`config.mk`:
```
export PLATFORM = sky130hd
export DESIGN_NAME = upperimm_dispatch_ctrl
export DESIGN_NICKNAME = d
export VERILOG_FILES = /design/src/rtl/upperimm_dispatch_ctrl.sv
export SDC_FILE = /design/constraint.sdc
export NUM_CORES = 1
export LEC_CHECK = 0
export CORE_MARGIN = 5
export CORE_UTILIZATION = 45
export DETAILED_ROUTE_END_ITERATION = 8
export PLACE_DENSITY = 0.74
export SLEW_MARGIN = 20
export SYNTH_ARGS = -nofsm -noshare
export SYNTH_HDL_FRONTEND = slang
export SYNTH_SLANG_ARGS = --single-unit
export TNS_END_PERCENT = 50
```
`constraint.sdc`:
```
create_clock -name clk -period 4.4 [get_ports clk]
set_clock_uncertainty 0.2 [all_clocks]
set_input_delay 0.44 -clock clk [delete_from_list [all_inputs] [get_ports clk]]
set_output_delay 0.44 -clock clk [all_outputs]
set_load 0.01 [all_outputs]
```
`src/rtl/upperimm_dispatch_ctrl.sv`:
```
// U-type (LUI/AUIPC) decode and two-entry skid dispatch buffer with flush and illegal-opcode pulse.
// Optional dispatch counter enabled by defining UPPERIMM_PERF_CNT_EN.
`ifndef ALU_NOP
`define ALU_NOP 5'd0
`endif
`ifndef LUI
`define LUI 5'd14
`endif
`ifndef AUIPC
`define AUIPC 5'd15
`endif

module upperimm_dispatch_ctrl (
    input  logic        clk,
    input  logic        rst,
    input  logic        in_valid,
    output logic        in_ready,
    input  logic [31:0] in_instr,
    input  logic [31:0] in_pc,
    input  logic        flush,
    output logic        out_valid,
    input  logic        out_ready,
    output logic [4:0]  out_rd,
    output logic [31:0] out_imm,
    output logic [4:0]  out_alu_control,
    output logic [31:0] out_result,
    output logic        err_illegal,
    output logic [15:0] perf_upperimm_cnt,
    output logic [1:0]  dbg_state_o
);

    typedef enum logic [1:0] {
        EMPTY = 2'd0,
        ONE   = 2'd1,
        TWO   = 2'd2
    } state_t;

    typedef struct packed {
        logic [4:0]  rd;
        logic [31:0] imm;
        logic [4:0]  alu;
        logic [31:0] res;
    } op_t;

    localparam op_t OP_NONE = '{rd: 5'd0, imm: 32'd0, alu: `ALU_NOP, res: 32'd0};

    state_t state_q, state_d;
    op_t    out_q, out_d;
    op_t    skid_q, skid_d;
    logic   out_valid_q;
    logic   in_ready_q;
    logic   err_q, err_d;

    logic [6:0]  opcode;
    logic        is_lui, is_auipc, is_upper;
    logic [31:0] imm;
    op_t         dec;
    logic        accept, push, pop;

    assign opcode   = in_instr[6:0];
    assign is_lui   = (opcode == 7'd55);
    assign is_auipc = (opcode == 7'd23);
    assign is_upper = is_lui || is_auipc;
    assign imm      = {in_instr[31:12], 12'b0};

    always_comb begin
        dec.rd  = in_instr[11:7];
        dec.imm = imm;
        dec.alu = is_lui ? `LUI : `AUIPC;
        dec.res = is_lui ? imm : (in_pc + imm);
    end

    // An accepted op that is flushed in the same cycle is dropped silently.
    assign accept = in_valid && in_ready_q;
    assign push   = accept && is_upper && !flush;
    assign pop    = out_valid_q && out_ready;
    assign err_d  = accept && !is_upper && !flush;

    always_comb begin
        state_d = state_q;
        out_d   = out_q;
        skid_d  = skid_q;
        if (flush) begin
            state_d = EMPTY;
            out_d   = OP_NONE;
            skid_d  = OP_NONE;
        end else begin
            case (state_q)
                EMPTY: begin
                    if (push) begin
                        state_d = ONE;
                        out_d   = dec;
                    end
                end
                ONE: begin
                    if (push && pop) begin
                        out_d = dec;
                    end else if (push) begin
                        state_d = TWO;
                        skid_d  = dec;
                    end else if (pop) begin
                        state_d = EMPTY;
                        out_d   = OP_NONE;
                    end
                end
                TWO: begin
                    if (pop) begin
                        state_d = ONE;
                        out_d   = skid_q;
                        skid_d  = OP_NONE;
                    end
                end
                default: begin
                    state_d = EMPTY;
                    out_d   = OP_NONE;
                    skid_d  = OP_NONE;
                end
            endcase
        end
    end

    // Handshake flags are registered from the next state so neither depends on inputs.
    always_ff @(posedge clk or posedge rst) begin
        if (rst) begin
            state_q     <= EMPTY;
            out_q       <= OP_NONE;
            skid_q      <= OP_NONE;
            out_valid_q <= 1'b0;
            in_ready_q  <= 1'b1;
            err_q       <= 1'b0;
        end else begin
            state_q     <= state_d;
            out_q       <= out_d;
            skid_q      <= skid_d;
            out_valid_q <= (state_d != EMPTY);
            in_ready_q  <= (state_d != TWO);
            err_q       <= err_d;
        end
    end

`ifdef UPPERIMM_PERF_CNT_EN
    logic [15:0] cnt_q;

    always_ff @(posedge clk or posedge rst) begin
        if (rst) begin
            cnt_q <= 16'h0000;
        end else if (pop && (cnt_q != 16'hFFFF)) begin
            cnt_q <= cnt_q + 16'd1;
        end
    end

    assign perf_upperimm_cnt = cnt_q;
`else
    assign perf_upperimm_cnt = 16'h0000;
`endif

    assign in_ready        = in_ready_q;
    assign out_valid       = out_valid_q;
    assign out_rd          = out_q.rd;
    assign out_imm         = out_q.imm;
    assign out_alu_control = out_q.alu;
    assign out_result      = out_q.res;
    assign err_illegal     = err_q;
    assign dbg_state_o     = state_q;

endmodule

```
==> results.txt <==
----------------------------------------------------
[Power]
  Logic gate share of total power ... 12.2%
  Clock share of power ... 50.6%
  Cell Int Power ... 2.33 mW
  Sw Pwr ... 735 uW
  Proportion of total power due to net switching ... 24.0%
  Sequential share of power ... 37.2%
  Worst IR Drop VDD ... 0.279 mV
  Power density over cell area ... 352 nW/um^2
  Leakage power of the design ... 3.90 nW

[Place]
  Last weighted congestion value of the routability-driven placer ... 0.920
  Placed instance count ... 1018
  Estimated wirelength of the detail-placed design ... 13.0 mm
  I/O Buffers ... 134

[Global route]
  Grt peak-use layer ... met2
  Sum of overflow across all layers after global routing ... 0
  Pin count of the biggest net entering global routing ... 124
  Initial antenna violation count ... 0
  Met1 track utilization from global routing ... 29.0%
  GR met2 Demand/Resource ... 34.8%
  Total track usage ... 21.8%
  Via count of the first global-routing pass ... 5797
  First-pass GRT wire length ... 30.7 mm
  Met3 layer usage reported by global route ... 5.19%

[CTS]
  Latest clock arrival within the worst-skew pair ... 0.42 ns
  Buffers from clock root to sink, at most ... 2
  Clock sink count ... 123
  Clock transition at the registers of the reported paths ... 0.06 ns
  # resized after CTS ... 0
  Clk Tree Root Cell ... sky130_fd_sc_hd__clkbuf_16
  Number of buffers added for setup after CTS ... 0
  Total number of H-tree levels ... 4
  Number of buffers added by the clock tree synthesis step ... 17
  CTS tree ... built
  Post-cts hold buffer count ... 0

[Route]
  Final ANT Viol Nets ... 0
  1st-pass router iterations ... 6
  Sum of routed wire length over all layers ... 19.0 mm
  Initial DRC Count ... 446
  Via density per instance ... 5.51
  Via total after detailed routing ... 5794
  WL/cell ... 18.0 um
  Drc violations ... 0

[Finish]
  Count of non-filler cells in the finished layout ... 1051
  Final-stage net count ... 943
  Fillers ... 1267
  Antenna Cells ... 0
  Fraction of layout instances using a drive strength above 1 ... 7.04%
  Core utilization of the finished layout ... 59.7%
  Multi-input logic area ... 3220 um^2
  Syn-to-layout area delta ... 29.8%
  Area used by sequential logic in the layout ... 3080 um^2

[Worst setup path]
  R2R Setup Slk ... 1.55 ns
  Worst path required time ... 4.54 ns
  Combined buffer and inverter count along the critical path ... 2
  Critical Path Sink Type ... flop
  R2R Path Start ... in_ready
  Top delay family on crit path ... compound AO/OA/AOI/OAI gates
  Endpoint of the worst-slack reg-to-reg timing path ... out_imm[15]
  Maximum single-stage delay on the critical path ... 0.54 ns
  Class of the most critical setup path ... in -> reg
  CP Data Arrival Time ... 3.18 ns
  Slowest-stage cell, CP ... sky130_fd_sc_hd__clkdlybuf4s50_1
  Crit-path cells ... clkdlybuf4s50_1 > ha_1 > inv_1 > fa_1 > nor2b_1 > o2111ai_1 > a21oi_2 > a21oi_1 > a31o_2 > a211o_1 > o21ai_0
  Cell depth of the worst flop-to-flop path ... 7
  Largest fanout on the critical path ... 4
  CP startpoint kind ... input port

[Yosys]
  EDFF count, synth ... 0
  Fraction of synthesized cell area taken by the top area cell type ... 45.5%
  Cell variety after synth ... 63
  Top cells by area in the synthesized netlist ... sky130_fd_sc_hd__dfrtp_1 (46%), sky130_fd_sc_hd__nand2_1 (9.1%), sky130_fd_sc_hd__o21ai_0 (5.0%), sky130_fd_sc_hd__a22oi_1 (4.9%), sky130_fd_sc_hd__buf_4 (3.7%)
  Post-synthesis instance area ... 6710 um^2
  Syn Inst Count ... 738
  Number of register bits inferred by synthesis ... 123
  Yosys warning total ... 0
  Post-Synthesis Mean Instance Area ... 9.09 um^2
  Cell taking the most area after synthesis ... sky130_fd_sc_hd__dfrtp_1
  Commonest register cell after synthesis ... sky130_fd_sc_hd__dfrtp_1
  Asr flop ratio synth ... 100%
  Sequential element share of the synthesized area ... 45.9%

[Floorplan]
  Number of standard-cell rows in the floorplan ... 44
  Initial cell density of the core ... 46.0%
  Number of I/O pins ... 164
  Placeable core region ... 14600 um^2
  Width of the die ... 132 um
  Full die area ... 17400 um^2
  Floorplan die height ... 132 um

[STA]
  Endpoints failing setup ... 0
  Portion of the clock cycle consumed by the worst path in the final layout ... 69.1%
  Setup repair after global routing missed its margin ... no
  Final hold viol count ... 0
  Sum of negative setup slack ... 0 ns
  Number of pins with negative max-slew slack in the final report ... 0
  Measured slew at the worst slew-check pin ... 1.05 ns
  Min Tclk post-route ... 3.04 ns
  Slew HR ... 30.2%
  Max Fclk ... 0.329 GHz

[Outcome]
  Status ... completed

[Worst hold path]
  Worst min-delay path startpoint ... skid_q[32]
  Hold EP ... skid_q[32]
  Worst hold path type ... reg -> reg
  Number of stages on the worst hold path ... 2

[Run]
  Reported max-cap violation count ... 0

----------------------------------------------------
worst register-to-register path, cell delays in order, from the launching register on:
cell and delay, ns:
sky130_fd_sc_hd__dfstp_2 0.53, sky130_fd_sc_hd__nand2_1 0.13, sky130_fd_sc_hd__nor4b_4 0.44, sky130_fd_sc_hd__mux2_4 0.25
sky130_fd_sc_hd__inv_1 0.04, sky130_fd_sc_hd__o22ai_1 0.18, sky130_fd_sc_hd__nand2b_2 0.58, sky130_fd_sc_hd__o21ai_0 0.40
final cells by class:
| cell class | count | area share, % |
|---|---|---|
| clock buffer | 21 | 5.29 |
| clock inverter | 11 | 2.19 |
| inverter | 11 | 0.503 |
| multi-input combinational | 555 | 37.0 |
| sequential | 123 | 35.4 |
| tap | 184 | 2.65 |
| timing repair buffer | 146 | 17.0 |
power by group through the flow:
stage / clock network [mW] / logic (mW) / registers [mW]
3_5_place_dp: 0 / 0.368 / 1.16
6_report: 1.55 / 0.375 / 1.14
4_1_cts: 1.57 / 0.372 / 1.14
2_1_floorplan: 0 / 0.246 / 1.16
3_3_place_gp: 0 / 0.367 / 1.16
5_1_grt: 1.63 / 0.415 / 1.14
stage by stage:
| step | hold WS, ns | setup WS (ns) | power (mW) | area [um^2] |
|---|---|---|---|---|
| floorplan | 0.239 | 0.491 | 1.41 | 6810 |
| global placement | 0.250 | 1.08 | 1.53 | 8030 |
| detailed placement | 0.256 | 0.990 | 1.53 | 8030 |
| CTS | 0.270 | 1.41 | 3.08 | 8680 |
| global route | 0.293 | 1.14 | 3.19 | 8700 |
| finish | 0.268 | 1.36 | 3.06 | 8700 |
sequential cells by signal (all words and copies together) (netlist names):
register         flops
out_alu_control      2
in_ready             1
skid_q              59
dbg_state_o          2
out_imm             20
err_illegal          1
out_valid            1
out_result          32
out_rd               5
routing by layer:
metal	wire, um	share of wire [%]	vias to the layer above
li1	-	-	2788
met1	8320	44	2757
met2	9000	47	216
met3	1260	6.7	33
met4	381	2.0	0
met5	0	0	-
Yosys cell counts, types with 4 or more instances:
cell type / count
sky130_fd_sc_hd__xor2_1: 11
sky130_fd_sc_hd__inv_1: 11
sky130_fd_sc_hd__mux2i_1: 5
sky130_fd_sc_hd__nor3_1: 5
sky130_fd_sc_hd__clkbuf_1: 20
sky130_fd_sc_hd__a21oi_1: 28
sky130_fd_sc_hd__o31ai_1: 6
sky130_fd_sc_hd__o211ai_1: 4
sky130_fd_sc_hd__a22oi_1: 44
sky130_fd_sc_hd__buf_2: 16
sky130_fd_sc_hd__a222oi_1: 4
sky130_fd_sc_hd__nor2_2: 4
sky130_fd_sc_hd__nand2b_1: 5
sky130_fd_sc_hd__dfrtp_1: 122
sky130_fd_sc_hd__nor2b_1: 4
sky130_fd_sc_hd__o21ai_0: 67
sky130_fd_sc_hd__xnor2_1: 6
sky130_fd_sc_hd__a22o_1: 10
sky130_fd_sc_hd__nand2_1: 163
sky130_fd_sc_hd__and2_1: 5
sky130_fd_sc_hd__ha_1: 19
sky130_fd_sc_hd__buf_4: 33
sky130_fd_sc_hd__o21ai_1: 47
sky130_fd_sc_hd__nor2_1: 22
sky130_fd_sc_hd__buf_6: 7
sky130_fd_sc_hd__or3_1: 4
sky130_fd_sc_hd__and3_1: 4
sky130_fd_sc_hd__a21o_1: 11
how the worst max path moves through the flow:
stage / from / end / slack (ns) / cells after the start
3_3_place_gp: in_instr[12] / skid_q[28] / 1.08 / 11
4_1_cts: in_instr[12] / skid_q[28] / 1.41 / 11
6_report: in_instr[12] / skid_q[28] / 1.36 / 11
2_1_floorplan: rst / dbg_state_o[0] / 0.49 / 1
5_1_grt: in_instr[12] / skid_q[28] / 1.14 / 11
3_5_place_dp: in_instr[12] / skid_q[28] / 0.99 / 11
cell usage in the layout (no fill, tap or decap), drive strengths merged, types with 6 or more instances in the layout:
master	count
clkbuf	21
buf	12
xnor2	6
dfrtp	122
inv	12
nor2	26
nand2	163
o31ai	6
clkdlybuf4s50	134
xor2	11
a21oi	30
ha	19
a22oi	44
conb	29
a22o	10
a21o	11
o21ai	114
cell families (layout without fill, tap and decap cells):
| logic type | Yosys count | count (layout) | synth area share, % |
|---|---|---|---|
| AO/OA/AOI/OAI | 252 | 252 | 24.0 |
| AND/OR/NAND/NOR | 230 | 230 | 15.0 |
| flip-flops | 123 | 123 | 45.9 |
| buffers and inverters | 88 | 189 | 7.87 |
| adder cells (fa/ha/maj) | 20 | 20 | 3.84 |
| XOR/XNOR | 17 | 17 | 2.22 |
| multiplexers | 7 | 7 | 1.14 |
| other | 1 | 29 | 0.0559 |
Note: power is estimated with default switching activity, not from simulation.
